<file path="config.mk">
export PLATFORM = sky130hd
export DESIGN_NAME = fetch_unit_flat
export DESIGN_NICKNAME = d
export VERILOG_FILES = /design/src/rtl/fetch_unit_pkg.sv /design/src/rtl/fetch_unit_if.sv /design/src/rtl/fetch_queue.sv /design/src/rtl/fetch_unit.sv /design/src/flat_wrapper.sv
export SDC_FILE = /design/constraint.sdc
export NUM_CORES = 1
export LEC_CHECK = 0
export ABC_AREA = 0
export CAP_MARGIN = 20
export CORE_ASPECT_RATIO = 0.8
export CORE_MARGIN = 8
export CORE_UTILIZATION = 55
export DETAILED_ROUTE_END_ITERATION = 7
export GPL_TIMING_DRIVEN = 1
export PLACE_DENSITY = 0.86
export SLEW_MARGIN = 20
export SYNTH_ARGS = -nofsm -noshare
export SYNTH_HDL_FRONTEND = slang
export SYNTH_HIERARCHICAL = 1
export SYNTH_SLANG_ARGS = --single-unit
</file>
<file path="constraint.sdc">
create_clock -name clk -period 7.97 [get_ports clk]
set_input_delay 2.391 -clock clk [delete_from_list [all_inputs] [get_ports clk]]
set_output_delay 2.391 -clock clk [all_outputs]
set_load 0.02 [all_outputs]
</file>
<file path="src/rtl/fetch_unit_pkg.sv">
// Shared types and defaults for the dual-issue fetch unit and its queue.
// Latency: n/a (types, constants and a pure helper only).
// Backpressure: n/a.
package fetch_unit_pkg;

  localparam int          QDEPTH_DEFAULT   = 4;
  localparam logic [31:0] RESET_PC_DEFAULT = 32'h0000_0000;

  // One fetched instruction as it sits in the queue.
  typedef struct packed {
    logic [31:0] pc;
    logic [31:0] inst;
    logic        pred;
  } fetch_entry_t;

  // Static backward-taken: only a negative offset on a real branch is taken.
  function automatic logic predict_taken(input logic br_en, input logic [31:0] br_imm);
    return br_en & br_imm[31];
  endfunction

endpackage

</file>
<file path="src/rtl/fetch_unit_if.sv">
// Bundles the instruction-memory, pre-decode, redirect and decode-side signals.
// Latency: n/a (wiring only).
// Backpressure: dec_ready consumes every asserted dec_valid entry in the same cycle.
// master = fetch unit side, slave = memory / pre-decoder / decode / execute side.
interface fetch_unit_if;

  logic [31:0] imem_addr;
  logic [31:0] imem_inst0;
  logic [31:0] imem_inst1;
  logic        br_en0;
  logic        br_en1;
  logic [31:0] br_imm0;
  logic [31:0] br_imm1;
  logic        flush;
  logic [31:0] flush_pc;
  logic        dec_valid0;
  logic        dec_valid1;
  logic [31:0] dec_pc0;
  logic [31:0] dec_pc1;
  logic [31:0] dec_inst0;
  logic [31:0] dec_inst1;
  logic        dec_pred0;
  logic        dec_pred1;
  logic        dec_ready;

  modport master (
    output imem_addr,
    input  imem_inst0, imem_inst1,
    input  br_en0, br_en1, br_imm0, br_imm1,
    input  flush, flush_pc,
    output dec_valid0, dec_valid1, dec_pc0, dec_pc1,
    output dec_inst0, dec_inst1, dec_pred0, dec_pred1,
    input  dec_ready
  );

  modport slave (
    input  imem_addr,
    output imem_inst0, imem_inst1,
    output br_en0, br_en1, br_imm0, br_imm1,
    output flush, flush_pc,
    input  dec_valid0, dec_valid1, dec_pc0, dec_pc1,
    input  dec_inst0, dec_inst1, dec_pred0, dec_pred1,
    output dec_ready
  );

endinterface

</file>
<file path="src/rtl/fetch_queue.sv">
// 2-in/2-out circular fetch queue; enqueue and dequeue 0-2 entries per cycle each.
// Latency: an entry written on a rising edge is visible at the head outputs after that edge.
// Backpressure: none internally; the caller must only enqueue when count leaves room.
// Ports: clk, rst (async active-low), clear (sync empty), enq_cnt/enq_dat0/1,
//        deq_cnt, count (occupancy), head_dat0/1 (entries at head and head+1).
module fetch_queue
  import fetch_unit_pkg::*;
#(
  parameter  int QDEPTH = QDEPTH_DEFAULT,
  localparam int PW     = $clog2(QDEPTH),
  localparam int CW     = PW + 1
) (
  input  logic         clk,
  input  logic         rst,
  input  logic         clear,
  input  logic [1:0]   enq_cnt,
  input  fetch_entry_t enq_dat0,
  input  fetch_entry_t enq_dat1,
  input  logic [1:0]   deq_cnt,
  output logic [CW-1:0] count,
  output fetch_entry_t head_dat0,
  output fetch_entry_t head_dat1
);

  fetch_entry_t    mem [QDEPTH];
  logic [PW-1:0]   head;
  logic [PW-1:0]   tail;
  logic [PW-1:0]   head_p1;
  logic [PW-1:0]   tail_p1;

  // Pointers are exactly log2(QDEPTH) bits, so +1 wraps for free.
  assign head_p1   = head + PW'(1);
  assign tail_p1   = tail + PW'(1);
  assign head_dat0 = mem[head];
  assign head_dat1 = mem[head_p1];

  always_ff @(posedge clk or negedge rst) begin
    if (!rst) begin
      head  <= '0;
      tail  <= '0;
      count <= '0;
    end else if (clear) begin
      head  <= '0;
      tail  <= '0;
      count <= '0;
    end else begin
      head  <= head + PW'(deq_cnt);
      tail  <= tail + PW'(enq_cnt);
      count <= count + CW'(enq_cnt) - CW'(deq_cnt);
    end
  end

  // Payload storage is deliberately left unreset; validity comes from count.
  always_ff @(posedge clk) begin
    if (!clear && enq_cnt != 2'd0) mem[tail]    <= enq_dat0;
    if (!clear && enq_cnt == 2'd2) mem[tail_p1] <= enq_dat1;
  end

endmodule

</file>
<file path="src/rtl/fetch_unit.sv">
// Two-wide instruction fetch with static backward-taken prediction feeding a fetch queue.
// Latency: imem_addr is the PC register; a fetched pair reaches dec_* one cycle later.
// Backpressure: fetch stalls (PC held) while fewer than two queue slots are free; flush overrides all.
// Ports: clk, rst (async active-low), bus (fetch_unit_if.master: imem, pre-decode, flush, decode).
module fetch_unit
  import fetch_unit_pkg::*;
#(
  parameter logic [31:0] RESET_PC = RESET_PC_DEFAULT,
  parameter int          QDEPTH   = QDEPTH_DEFAULT
) (
  input  logic         clk,
  input  logic         rst,
  fetch_unit_if.master bus
);

  localparam int CW = $clog2(QDEPTH) + 1;
  localparam logic [CW-1:0] FIRE_MAX = CW'(QDEPTH - 2);

  logic [31:0]   pc;
  logic [31:0]   pc_next;
  logic          pred0;
  logic          pred1;
  logic          fetch_fire;
  logic [1:0]    enq_cnt;
  logic [1:0]    deq_cnt;
  logic [CW-1:0] count;
  logic          valid0;
  logic          valid1;
  fetch_entry_t  slot0;
  fetch_entry_t  slot1;
  fetch_entry_t  head0;
  fetch_entry_t  head1;

  assign bus.imem_addr = pc;

  assign pred0 = predict_taken(bus.br_en0, bus.br_imm0);
  assign pred1 = predict_taken(bus.br_en1, bus.br_imm1);

  // Fire only with room for a full pair, judged on occupancy before dequeue.
  assign fetch_fire = !bus.flush && (count <= FIRE_MAX);

  always_comb begin
    slot0   = '{pc: pc,          inst: bus.imem_inst0, pred: pred0};
    slot1   = '{pc: pc + 32'd4,  inst: bus.imem_inst1, pred: pred1};
    enq_cnt = 2'd0;
    if (fetch_fire) enq_cnt = pred0 ? 2'd1 : 2'd2;
  end

  // Valids drop in the flush cycle, which also suppresses the dequeue.
  assign valid0  = !bus.flush && (count != '0);
  assign valid1  = !bus.flush && (count >= CW'(2));
  assign deq_cnt = bus.dec_ready ? ({1'b0, valid0} + {1'b0, valid1}) : 2'd0;

  always_comb begin
    pc_next = pc;
    if (bus.flush)      pc_next = bus.flush_pc;
    else if (fetch_fire) begin
      if (pred0)        pc_next = pc + bus.br_imm0;
      else if (pred1)   pc_next = pc + 32'd4 + bus.br_imm1;
      else              pc_next = pc + 32'd8;
    end
  end

  always_ff @(posedge clk or negedge rst) begin
    if (!rst) pc <= RESET_PC;
    else      pc <= pc_next;
  end

  fetch_queue #(.QDEPTH(QDEPTH)) u_queue (
    .clk       (clk),
    .rst       (rst),
    .clear     (bus.flush),
    .enq_cnt   (enq_cnt),
    .enq_dat0  (slot0),
    .enq_dat1  (slot1),
    .deq_cnt   (deq_cnt),
    .count     (count),
    .head_dat0 (head0),
    .head_dat1 (head1)
  );

  assign bus.dec_valid0 = valid0;
  assign bus.dec_valid1 = valid1;
  assign bus.dec_pc0    = head0.pc;
  assign bus.dec_pc1    = head1.pc;
  assign bus.dec_inst0  = head0.inst;
  assign bus.dec_inst1  = head1.inst;
  assign bus.dec_pred0  = head0.pred;
  assign bus.dec_pred1  = head1.pred;

endmodule

</file>
<file path="src/flat_wrapper.sv">
// flat-port wrapper written by rule: the top's interface ports become plain ports
module fetch_unit_flat import fetch_unit_pkg::*;
#(
  parameter logic [31:0] RESET_PC = RESET_PC_DEFAULT,
  parameter int          QDEPTH   = QDEPTH_DEFAULT
)
  (clk, rst, bus_imem_addr, bus_imem_inst0, bus_imem_inst1, bus_br_en0, bus_br_en1, bus_br_imm0, bus_br_imm1, bus_flush, bus_flush_pc, bus_dec_valid0, bus_dec_valid1, bus_dec_pc0, bus_dec_pc1, bus_dec_inst0, bus_dec_inst1, bus_dec_pred0, bus_dec_pred1, bus_dec_ready);
  fetch_unit_if bus_i ();
  input  logic clk;
  input  logic rst;
  output wire logic [$bits(bus_i.imem_addr)-1:0] bus_imem_addr;
  input wire logic [$bits(bus_i.imem_inst0)-1:0] bus_imem_inst0;
  input wire logic [$bits(bus_i.imem_inst1)-1:0] bus_imem_inst1;
  input wire logic [$bits(bus_i.br_en0)-1:0] bus_br_en0;
  input wire logic [$bits(bus_i.br_en1)-1:0] bus_br_en1;
  input wire logic [$bits(bus_i.br_imm0)-1:0] bus_br_imm0;
  input wire logic [$bits(bus_i.br_imm1)-1:0] bus_br_imm1;
  input wire logic [$bits(bus_i.flush)-1:0] bus_flush;
  input wire logic [$bits(bus_i.flush_pc)-1:0] bus_flush_pc;
  output wire logic [$bits(bus_i.dec_valid0)-1:0] bus_dec_valid0;
  output wire logic [$bits(bus_i.dec_valid1)-1:0] bus_dec_valid1;
  output wire logic [$bits(bus_i.dec_pc0)-1:0] bus_dec_pc0;
  output wire logic [$bits(bus_i.dec_pc1)-1:0] bus_dec_pc1;
  output wire logic [$bits(bus_i.dec_inst0)-1:0] bus_dec_inst0;
  output wire logic [$bits(bus_i.dec_inst1)-1:0] bus_dec_inst1;
  output wire logic [$bits(bus_i.dec_pred0)-1:0] bus_dec_pred0;
  output wire logic [$bits(bus_i.dec_pred1)-1:0] bus_dec_pred1;
  input wire logic [$bits(bus_i.dec_ready)-1:0] bus_dec_ready;
  assign bus_imem_addr = bus_i.imem_addr;
  assign bus_i.imem_inst0 = bus_imem_inst0;
  assign bus_i.imem_inst1 = bus_imem_inst1;
  assign bus_i.br_en0 = bus_br_en0;
  assign bus_i.br_en1 = bus_br_en1;
  assign bus_i.br_imm0 = bus_br_imm0;
  assign bus_i.br_imm1 = bus_br_imm1;
  assign bus_i.flush = bus_flush;
  assign bus_i.flush_pc = bus_flush_pc;
  assign bus_dec_valid0 = bus_i.dec_valid0;
  assign bus_dec_valid1 = bus_i.dec_valid1;
  assign bus_dec_pc0 = bus_i.dec_pc0;
  assign bus_dec_pc1 = bus_i.dec_pc1;
  assign bus_dec_inst0 = bus_i.dec_inst0;
  assign bus_dec_inst1 = bus_i.dec_inst1;
  assign bus_dec_pred0 = bus_i.dec_pred0;
  assign bus_dec_pred1 = bus_i.dec_pred1;
  assign bus_i.dec_ready = bus_dec_ready;
  fetch_unit #(.RESET_PC(RESET_PC), .QDEPTH(QDEPTH)) u_core (.clk(clk), .rst(rst), .bus(bus_i));
endmodule
</file>
**Word-level counts from Yosys, hierarchy flattened**

Memories as Yosys holds them, arrays and structs flattened.
Cells that the tools add are included.

- Add/subtract/negate cells: 11
- $mul: 0
- Divide/modulo/power cells: 0
- Order comparisons: 2
- Equal/unequal tests: 1
- Shifts and indexed selects: 0
- Mux-type cells: 14
- Bitwise logic cells: 2
- Reduce and logical (&&, ||, !) cells: 9

Operators by type and width:

| operator | number |
|---|---|
| 32-bit 2-to-1 mux | 4 |
| 32-bit adder | 2 |
| 32-bit by 3-bit adder with 32-bit output (second input constant) | 1 |
| 32-bit by 4-bit adder with 32-bit output (second input constant) | 1 |
| 2-bit 2-to-1 mux | 5 |
| 1-bit logical AND | 5 |
| 2-bit by 1-bit adder with 2-bit output (second input constant) | 2 |
| 2-bit adder | 2 |
| 1-bit 2-to-1 mux | 4 |
| 2-bit nonzero test | 2 |
| 3-bit by 2-bit adder with 3-bit output | 1 |
| 3-bit by 2-bit >= comparator with 1-bit output (second input constant) | 1 |
| 3-bit by 2-bit <= comparator with 1-bit output (second input constant) | 1 |
| 3-bit 2-to-1 mux | 1 |
| 3-bit nonzero test | 1 |
| 3-bit by 2-bit subtractor with 3-bit output | 1 |
| 1-bit by 1-bit adder with 2-bit output | 1 |
| 1-bit bitwise AND | 2 |
| 2-bit == test (second input constant) | 1 |
| 1-bit zero test | 1 |

- Bits in registers: 39
- Latch bits: 0
- RAM bits: 260
- Bits in read-only memories: 0
- Output and inout bits: 164
- Logic and storage cells: 44
- Memories kept: 1

Memories:

| name | depth | bits a word | read ports | clocked after memory_dff | wr ports | line | source |
|---|---|---|---|---|---|---|---|
| u_core.u_queue.mem | 4 | 65 | 2 | 0 | 2 | fetch_queue.sv:25 | `fetch_entry_t mem [QDEPTH];` |

**Longest topological paths before layout**

Gate-level depths: netlist (run 1).

- Depth in word-level cells: 7
- Mapped depth: 17
- Depth with buffers taken out: 17

**Hierarchy**

Netlist (run 1), hierarchy kept.

By module, submodules not included:

| module | instances | cells an instance | area an instance (um2) | sequential area each (um2) |
|---|---|---|---|---|
| fetch_queue | 1 | 757 | 14871.8 | 7982.7 |
| fetch_unit | 1 | 873 | 6358.6 | 800.8 |

**Worst setup path after synthesis (run 1)**

OpenSTA, ideal clock, no wires.

- Kind: input -> register
- Start point: input port bus_flush
- End point: memory u_core/u_queue/mem[3][0] in the netlist's numbering, enable pin
- Arrival time: 8.248 ns
- Path slack: -0.863 ns
- Cell stages on the path: 4
- Path buffers: 1
- Path through: clkbuf_1 nor3_1 nand2_1 a211oi_1

RTL lines:

| item | line | source |
|---|---|---|
| start: declaration | flat_wrapper.sv:18 | `input wire logic [$bits(bus_i.flush)-1:0] bus_flush;` |
| end: declaration | fetch_queue.sv:25 |  |

**Worst setup path in the final report (run 1)**

- Start point: register u_core.u_queue.head[0]
- End point: output port bus_dec_inst0[19]

- Word-level cells in the longest chain between the ends: 1

RTL lines:

| item | line | source |
|---|---|---|
| start: declaration | fetch_queue.sv:26 | `logic [PW-1:0] head;` |
| start signal: assignment | fetch_queue.sv:47 | `head <= head + PW'(deq_cnt);` |
| memory read 4 x 65 bit | -- |  |
| end: declaration | flat_wrapper.sv:24 | `output wire logic [$bits(bus_i.dec_inst0)-1:0] bus_dec_inst0;` |

No other way between the ends.

==> flow_metrics.py, run 1 <==
metrics = {
    "floorplan": {
        "chipWidth_um": 235.7,
        "fp.dieH_um": 191.7,
        "initial_core_util_pct": 55.70,
        "row_count": 64,
        "pin_count": 330,
        "core_area_um2": 38120,
        "die_area_um2": 45180,
    },
    "synthesis": {
        "synth_edf_count": 260,
        "synth_area_per_cell_um2": 13.02,
        "synthTopCellsByArea": "edfxtp_1 37%, mux4_2 14%, mux2_2 8.6%",
        "netlist.top_cell.by_area": "edfxtp_1",
        "netlist_area_um2": 21230,
        "syn-num-nets": 1874,
        "yosysWarnings": 6,
        "synth_seq_cells": 299,
        "synth-main-ff-cell": "edfxtp_1",
        "ys_async_sr_fraction_pct": 13.04,
        "seq_area_frac_synth_pct": 41.37,
        "synth_cell_type_count": 80,
        "syn_inst": 1630,
        "synth_top_area_share_pct": 36.78,
    },
    "clock_tree": {
        "post_cts_resized": 0,
        "clock_sinks": 299,
        "cts_hold_buf": 0,
        "clk_latency_ns": 0.52,
        "cts_buffers": 34,
        "clock-root-buffer": "clkbuf_16",
        "cts_buffer_depth": 3,
        "clk_pin_slew_worst_paths_ns": 0.06,
        "post_cts_buffers": 0,
        "cts_tree": "yes",
        "htree_levels": 2,
    },
    "worst_setup_path": {
        "end_kind": "output pin",
        "worst_ep_required_time_ns": 5.58,
        "r2r_setup_slack_ns": 2.59,
        "crit_arrival_ns": 3.28,
        "rr_worst_depth": 13,
        "cp_max_fo": 38,
        "worstSetupStartpointType": "flop",
        "reg2reg_from": "u_core/bus.imem_addr[2]",
        "r2r-end": "u_core/bus.imem_addr[29]",
        "critical_path_class": "flop to output pin",
    },
    "detailed_routing": {
        "drtPass1Iterations": 5,
        "avgViaCountPerCell": 6.398,
        "final_antenna_net_count": 0,
        "routedWlPerCell_um": 25.21,
        "dr.first_iter.drc_count": 1354,
        "drt_wl_total_um": 61380,
        "vias": 15580,
        "drc": 0,
    },
    "power_and_ir_drop": {
        "cellPowerDensity_nw_per_um2": 302.6,
        "p_leak_nw": 9.479,
        "peakVddDrop_v": 0.0001391,
        "p_total_w": 0.007836,
    },
    "placed_design": {
        "hpwlAfterDp_um": 44020,
        "globalplace.congestion": 0.9302,
        "place_area_um2": 24850,
        "dpl.cell_count": 2372,
        "port_buffers": 329,
    },
    "layout": {
        "final-instance-count-excl-fill": 2435,
        "nFillCells": 2632,
        "regArea_um2": 8791,
        "syn2layout_area_growth_pct": 21.97,
        "nNetsFinal": 2157,
        "drive_gt1_share_pct": 25.71,
        "multi_input_area_um2": 11860,
        "final_cell_area_um2": 25890,
    },
    "timing": {
        "worst_pin_slew_ns": 1.123,
        "fmax_mhz": 176.2,
        "slew_viol_final": 0,
        "max_slew_margin_pct": 25.12,
        "hold_viol": 0,
        "period_needed_ns": 5.674,
        "min_period_over_period_pct": 71.19,
        "timing.hold.ws_ns": 0.7164,
        "setup_viol": 0,
        "rsz0062_at_grt": "false",
        "fin_worst_skew_ns": 0.01585,
        "tns_ns": 0,
    },
    "outcome": {
        "status": "completed",
    },
    "global_routing": {
        "antenna_found_initial": 3,
        "grt-ovfl-total": 0,
        "grt.total_usage_pct": 26.35,
        "grt_pass1_wl_um": 93920,
        "grt_pass1_vias": 15970,
        "grt_max_degree": 69,
    },
    "worst_hold_path": {
        "hold_path.class": "flop to flop",
        "hp-start": "u_core/u_queue/count[2]",
        "hold_depth": 3,
        "hold_end": "u_core/u_queue/count[2]",
    },
    "job": {
        "timing.max_cap.violations": 0,
    },
}
[sequential cells by signal (all words and copies together), names as in the netlist]
| register | cells |
|---|---|
| u_core/u_queue/count | 3 |
| u_core/bus.imem_addr | 32 |
| u_core/u_queue/tail | 2 |
| u_core/u_queue/mem | 260 |
| u_core/u_queue/head | 2 |
[area by class of cell]
cell class                 instances  area share [%]
tap                              495           2.392
multi-input combinational       1200           45.79
sequential                       299           33.95
clock inverter                    17          0.4928
clock buffer                      43           3.498
inverter                          27          0.3914
timing repair buffer             351           13.46
antenna                            3         0.02899
[kinds of logic (layout without fill, tap and decap cells)]
logic type | Yosys count | after routing | synth area share (%)
XOR/XNOR | 104 | 104 | 4.290
flip-flops | 299 | 299 | 41.37
AND/OR/NAND/NOR | 314 | 314 | 7.378
multiplexers | 395 | 395 | 29.60
adder cells (fa/ha/maj) | 78 | 78 | 4.738
other | 0 | 3 | 0
buffers and inverters | 131 | 438 | 3.017
AO/OA/AOI/OAI | 309 | 309 | 9.601
[cell usage in the layout (no fill, tap or decap), types with 37 or more instances in the layout]
| cell | synthesis | layout |
|---|---|---|
| a21o_1 | 37 | 37 |
| clkdlybuf4s50_1 | 0 | 327 |
| ha_1 | 74 | 74 |
| mux2_2 | 163 | 163 |
| xor2_1 | 41 | 41 |
| dfrtp_1 | 39 | 37 |
| nand2_1 | 97 | 97 |
| xnor2_1 | 63 | 63 |
| nor2_1 | 77 | 76 |
| mux4_2 | 130 | 130 |
| mux2_4 | 100 | 100 |
| o21ai_0 | 71 | 71 |
| edfxtp_1 | 260 | 260 |
| a21oi_1 | 83 | 83 |
[worst max-delay path, cell delays in order, from the launching register on]
cell	delay (ns)
dfrtp_4	0.83
buf_4	0.68
mux4_2	0.64
clkdlybuf4s50_1	0.57
[how the worst max path moves through the flow]
stage                     cells after the start                    from  slack [ns]                        end
after floorplan                               4               bus_flush       -0.86   u_core/u_queue/mem[3][0]
after global placement                        9         bus_br_imm0[31]        2.06  u_core/u_queue/mem[3][31]
after detailed placement                      9         bus_br_imm0[31]        2.03  u_core/u_queue/mem[3][19]
after CTS                                     3  u_core/u_queue/head[0]        2.20          bus_dec_inst0[19]
after global routing                          3  u_core/u_queue/head[0]        2.09          bus_dec_inst0[19]
final                                         3  u_core/u_queue/head[0]        2.30          bus_dec_inst0[19]
[where the power goes]
| part | internal (W) | switching [W] | leakage, nW |
|---|---|---|---|
| Combinational | 0.00197 | 0.00205 | 6.13 |
| Sequential | 0.00198 | 0.000377 | 2.85 |
| Clock | 0.000842 | 0.000623 | 0.508 |
| Total | 0.00479 | 0.00305 | 9.48 |
[per-layer routing]
metal	vias to the layer above	wire (um)	GRT usage, %	part of all wire, %
met5	-	0	0	0
met4	0	1390	7.354	2.3
met3	93	4740	5.019	7.7
met2	755	29250	43.74	48
met1	7755	26000	35.39	42
li1	6975	-	-	-
[synth_stat cells, types with 41 or more instances]
| master | count |
|---|---|
| clkbuf_1 | 41 |
| o21ai_0 | 71 |
| mux2_4 | 100 |
| nor2_1 | 77 |
| mux2_2 | 163 |
| edfxtp_1 | 260 |
| mux4_2 | 130 |
| nand2_1 | 97 |
| xor2_1 | 41 |
| xnor2_1 | 63 |
| a21oi_1 | 83 |
| ha_1 | 74 |
[metrics by stage]
step / setup slack [ns] / utilization, %
floorplan: -0.8627 / -
global route: 2.087 / 67.94
finish: 2.296 / 67.94
detailed placement: 2.032 / 65.20
CTS: 2.199 / 67.92
global placement: 2.060 / 65.20
Power figures use the tool's default switching activity.
==> inputs of run 2 (changes only) <==
--- a/config.mk
+++ b/config.mk
@@ -9,10 +9,10 @@
 export CAP_MARGIN = 20
 export CORE_ASPECT_RATIO = 0.8
 export CORE_MARGIN = 8
-export CORE_UTILIZATION = 55
+export CORE_UTILIZATION = 50
 export DETAILED_ROUTE_END_ITERATION = 7
 export GPL_TIMING_DRIVEN = 1
-export PLACE_DENSITY = 0.86
+export PLACE_DENSITY = 0.83
 export SLEW_MARGIN = 20
 export SYNTH_ARGS = -nofsm -noshare
 export SYNTH_HDL_FRONTEND = slang
==> constraint.sdc (replaced) <==
create_clock -name clk -period 4.9 [get_ports clk]
set_input_delay 1.47 -clock clk [delete_from_list [all_inputs] [get_ports clk]]
set_output_delay 1.47 -clock clk [all_outputs]
set_load 0.02 [all_outputs]
==> flow_metrics.py, run 2 (synthesis results as in run 1) <==
metrics = {
    "timing": {
        "fin_worst_skew_ns": 0.02210,
        "min_period_over_period_pct": 91.59,
        "period_needed_ns": 4.488,
        "slew_viol_final": 0,
        "rsz0062_at_grt": "false",
        "tns_ns": 0,
        "setup_viol": 0,
        "hold_viol": 0,
        "fmax_mhz": 222.8,
        "worst_pin_slew_ns": 0.9539,
        "max_slew_margin_pct": 36.41,
    },
    "power_and_ir_drop": {
        "p_leak_nw": 9.645,
        "power_frac_seq_pct": 28.6,
        "p_total_w": 0.01291,
        "p_clk_share_pct": 18.3,
        "power.internal_w": 0.007898,
        "cellPowerDensity_nw_per_um2": 490.7,
        "switchingPower_w": 0.005014,
        "combPwrFrac_pct": 53.1,
        "swShare_pct": 38.83,
        "peakVddDrop_v": 0.0002192,
    },
    "job": {
        "timing.max_cap.violations": 0,
    },
    "worst_setup_path": {
        "crit_arrival_ns": 4.92,
        "r2r-end": "u_core/bus.imem_addr[29]",
        "r2r_setup_slack_ns": 0.41,
        "critical_path_class": "flop to flop",
        "reg2reg_from": "u_core/bus.imem_addr[3]",
        "worst_ep_required_time_ns": 5.33,
        "rr_worst_depth": 16,
        "cp_max_fo": 11,
        "end_kind": "flop",
        "worstSetupStartpointType": "flop",
    },
    "layout": {
        "drive_gt1_share_pct": 26.83,
        "top_register": "u_core/u_queue/mem",
        "syn2layout_area_growth_pct": 23.94,
        "largest_reg_flops": 260,
        "layout_commonest_cell": "clkdlybuf4s50_1",
        "utilization_pct": 62.78,
        "nNetsFinal": 2185,
        "mostFrequentLayoutCells": "327 x clkdlybuf4s50_1, 260 x edfxtp_1, 163 x mux2_2",
        "nFillCells": 3078,
        "final-instance-count-excl-fill": 2519,
    },
    "detailed_routing": {
        "drc": 0,
        "drt_wl_total_um": 62780,
        "dr.first_iter.drc_count": 1494,
        "drtPass1Iterations": 5,
        "avgViaCountPerCell": 6.301,
        "final_antenna_net_count": 0,
        "routedWlPerCell_um": 24.92,
        "vias": 15870,
    },
    "clock_tree": {
        "clock_sinks": 299,
        "clk_pin_slew_worst_paths_ns": 0.06,
        "htree_levels": 2,
        "cts_buffer_depth": 3,
        "cts_hold_buf": 0,
        "post_cts_buffers": 0,
        "clock-root-buffer": "clkbuf_16",
        "clk_latency_ns": 0.53,
        "cts_tree": "yes",
        "cts_buffers": 34,
    },
    "floorplan": {
        "die_area_um2": 49350,
        "row_count": 67,
        "fp.dieH_um": 200.3,
        "pin_count": 330,
        "chipWidth_um": 246.4,
        "initial_core_util_pct": 50.65,
        "core_area_um2": 41920,
    },
    "placed_design": {
        "port_buffers": 329,
        "hpwlAfterDp_um": 45200,
        "dpl.cell_count": 2457,
        "globalplace.congestion": 0.9106,
    },
    "worst_hold_path": {
        "hold_path.class": "flop to flop",
        "hold_end": "u_core/u_queue/count[2]",
        "hp-start": "u_core/u_queue/count[2]",
        "hold_depth": 3,
    },
    "outcome": {
        "status": "completed",
    },
    "global_routing": {
        "grt.total_usage_pct": 24.48,
        "antenna_found_initial": 3,
        "grt_max_degree": 66,
        "grt_pass1_vias": 16330,
        "grt-ovfl-total": 0,
        "grt_pass1_wl_um": 95690,
    },
}
run 2: critical path: stages (launching register included):
cell and delay, ns:
dfrtp_2 0.50, ha_1 0.27, nand2_1 0.12, nor3_4 0.27, nand2_1 0.13, nor2_1 0.32
nand2_1 0.15, nor2_1 0.16, xor2_1 0.34, ha_1 0.38, or3_1 0.37, o211ai_1 0.16
o21a_1 0.19, a21oi_1 0.12, o21ai_0 0.37, mux2_2 0.39, o211ai_1 0.16
run 2: how the worst max path moves through the flow:
stage	startpoint	end	slack, ns	cells past startpoint
after floorplan	bus_flush	u_core/u_queue/mem[1][0]	-0.81	4
after global placement	bus_br_imm0[0]	u_core/bus.imem_addr[24]	0.27	13
after detailed placement	bus_br_imm0[0]	u_core/bus.imem_addr[24]	0.26	13
after CTS	u_core/bus.imem_addr[3]	u_core/bus.imem_addr[29]	0.36	16
after global routing	u_core/bus.imem_addr[3]	u_core/bus.imem_addr[29]	0.13	16
final	u_core/bus.imem_addr[3]	u_core/bus.imem_addr[29]	0.41	16
run 2: routing by layer:
layer | wire length [um] | global-route usage (%) | part of all wire (%) | vias up
li1 | - | - | - | 7031
met1 | 25970 | 33.04 | 41 | 7908
met2 | 29560 | 39.85 | 47 | 831
met3 | 5695 | 4.601 | 9.1 | 102
met4 | 1554 | 7.269 | 2.5 | 0
met5 | 0 | 0 | 0 | -
run 2: metrics by stage:
stage,instance area (um^2),hold slack (ns),setup WS (ns)
6_report,26310,0.7339,0.4120
5_1_grt,26310,0.7623,0.1329
4_1_cts,26300,0.7391,0.3610
3_5_place_dp,25270,0.7146,0.2558
3_3_place_gp,25270,0.7032,0.2747
2_1_floorplan,21240,0.5711,-0.8064
run 2: layout make-up:
class | instances | area, um^2 | share of cell area, %
Timing Repair Buffer | 379 | 3834 | 14.57
Sequential cell | 299 | 8792 | 33.41
Inverter | 27 | 101.3 | 0.3852
Antenna cell | 3 | 7.507 | 0.02853
Clock inverter | 19 | 136.4 | 0.5183
Clock buffer | 40 | 894.6 | 3.400
Tap cell | 552 | 690.7 | 2.625
Multi-Input combinational cell | 1200 | 11860 | 45.06
run 2: power groups by stage:
stage	Sequential (W)	Clock, W	Combinational [W]
final	0.00369	0.00237	0.00685
after global routing	0.00374	0.00252	0.00729
after CTS	0.00369	0.00242	0.00683
after detailed placement	0.00374	0	0.00677
after global placement	0.00370	0	0.00666
after floorplan	0.00362	0	0.00441
run 2: what timing repair did:
item	CTS	global route
endpoints found under the hold margin	0	0
setup endpoints to repair	0	1
gates resized for setup	0	1
==> inputs of run 3 (changes only) <==
--- a/config.mk
+++ b/config.mk
@@ -6,13 +6,13 @@
 export NUM_CORES = 1
 export LEC_CHECK = 0
 export ABC_AREA = 0
-export CAP_MARGIN = 20
+export CAP_MARGIN = 10
 export CORE_ASPECT_RATIO = 0.8
 export CORE_MARGIN = 8
-export CORE_UTILIZATION = 50
+export CORE_UTILIZATION = 35
 export DETAILED_ROUTE_END_ITERATION = 7
 export GPL_TIMING_DRIVEN = 1
-export PLACE_DENSITY = 0.83
+export PLACE_DENSITY = 0.63
 export SLEW_MARGIN = 20
 export SYNTH_ARGS = -nofsm -noshare
 export SYNTH_HDL_FRONTEND = slang
==> flow_metrics.py, run 3 (synthesis results as in run 1) <==
metrics = {
    "worst_setup_path": {
        "worstSetupStartpointType": "flop",
        "critPathSlowestCell": "dfrtp_4",
        "cp_max_fo": 26,
        "end_kind": "output pin",
        "max_stage_delay_ns": 0.78,
        "worst_ep_required_time_ns": 3.43,
        "critical_path_class": "flop to output pin",
        "worstPathCellList": "buf_12 > mux4_2 > clkdlybuf4s50_1",
        "crit_arrival_ns": 2.87,
    },
    "job": {
        "timing.max_cap.violations": 0,
    },
    "clock_tree": {
        "post_cts_buffers": 0,
        "cts_hold_buf": 0,
        "cts_tree": "yes",
        "clock-root-buffer": "clkbuf_16",
        "clk_pin_slew_worst_paths_ns": 0.06,
        "htree_levels": 2,
        "clock_sinks": 299,
        "post_cts_resized": 0,
        "clk_latency_ns": 0.54,
        "cts_buffers": 37,
        "cts_buffer_depth": 3,
    },
    "timing": {
        "slew_viol_final": 0,
        "rsz0062_at_grt": "false",
        "max_slew_margin_pct": 41.35,
        "min_period_over_period_pct": 88.54,
        "worst_pin_slew_ns": 0.8789,
        "fin_ws_ns": 0.5613,
        "hold_viol": 0,
        "fin_worst_skew_ns": 0.02499,
        "timing.hold.ws_ns": 0.7137,
        "setup_viol": 0,
        "period_needed_ns": 4.339,
        "fmax_mhz": 230.5,
    },
    "floorplan": {
        "die_area_um2": 68840,
        "core_area_um2": 59860,
        "row_count": 80,
        "chipWidth_um": 291.4,
        "initial_core_util_pct": 35.47,
        "pin_count": 330,
        "fp.dieH_um": 236.3,
    },
    "detailed_routing": {
        "dr.first_iter.drc_count": 1140,
        "routedWlPerCell_um": 23.91,
        "vias": 15470,
        "drc": 0,
        "final_antenna_net_count": 0,
        "avgViaCountPerCell": 5.633,
        "drt_wl_total_um": 65650,
        "drtPass1Iterations": 5,
    },
    "layout": {
        "drive_gt1_share_pct": 26.84,
        "largest_reg_flops": 260,
        "diodes": 0,
        "mostFrequentLayoutCells": "327 x clkdlybuf4s50_1, 260 x edfxtp_1, 163 x mux2_2",
        "utilization_pct": 44.56,
        "syn2layout_area_growth_pct": 25.64,
        "nNetsFinal": 2185,
        "top_register": "u_core/u_queue/mem",
        "layout_commonest_cell": "clkdlybuf4s50_1",
    },
    "worst_hold_path": {
        "hold_path.class": "flop to flop",
    },
    "power_and_ir_drop": {
        "p_leak_nw": 9.689,
        "cellPowerDensity_nw_per_um2": 493.1,
        "peakVddDrop_v": 0.0001999,
    },
    "global_routing": {
        "grt_max_degree": 83,
        "grt-ovfl-total": 0,
        "antenna_found_initial": 0,
        "grt_pass1_wl_um": 99300,
        "grt.total_usage_pct": 18.39,
        "grt_pass1_vias": 16000,
    },
    "placed_design": {
        "port_buffers": 329,
        "hpwlAfterDp_um": 46680,
        "dp_slack_ns": 0.2218,
        "globalplace.congestion": 0.8857,
    },
    "outcome": {
        "status": "completed",
    },
}
-- run 3: critical path, delay by kind of cell (launching register included) --
family,cells,cell delay [ns]
muxes,1,0.54
DFF,1,0.78
buffers and inverters,2,0.99
-- run 3: report_power, final --
part           internal (W)  total (W)  switching (W)
clock               0.00156    0.00260        0.00105
combinational       0.00331    0.00693        0.00362
sequential          0.00322    0.00362       0.000401
total               0.00809     0.0132        0.00506
-- run 3: area by class of cell --
cell class	instances	area [um^2]
fillers	5479	33180
multi-input cells	1200	11860
flip-flops and latches	299	8791
repair buffers	376	3811
clock buffers	50	974.7
well taps	779	974.7
clock inverters	15	165.2
inverters	27	101.3
-- run 3: final timing paths --
path | start | to | slack [ns] | cells past startpoint
worst max-delay path | u_core/u_queue/head[0] | bus_dec_pc1[19] | 0.56 | 3
worst min-delay path | u_core/u_queue/count[2] | u_core/u_queue/count[2] | 0.71 | 3
worst max register to register | u_core/bus.imem_addr[3] | u_core/bus.imem_addr[27] | 0.62 | 16
worst min register to register | u_core/u_queue/count[2] | u_core/u_queue/count[2] | 0.71 | 3
max in group asynchronous | rst | u_core/u_queue/head[1] | 3.25 | 2
min in group asynchronous | rst | u_core/bus.imem_addr[1] | 0.90 | 1
-- run 3: per-layer routing --
metal | wire length (um) | GRT usage [%] | vias to the layer above
met2 | 30400 | 30.02 | 512
met4 | 1255 | 4.246 | 0
li1 | - | - | 7026
met5 | 0 | 0 | -
met1 | 29700 | 25.04 | 7849
met3 | 4286 | 3.755 | 82
-- run 3: through the flow --
| stage | area (um^2) | TNS, ns | power, W | instances |
|---|---|---|---|---|
| after floorplan | 21240 | -104.83 | 0.008031 | 1630 |
| after global placement | 25530 | 0 | 0.01053 | 2681 |
| after detailed placement | 25530 | 0 | 0.01060 | 2681 |
| after CTS | 26670 | 0 | 0.01326 | 2746 |
| after global routing | 26670 | 0 | 0.01389 | 2746 |
| final | 26670 | 0 | 0.01315 | 2746 |
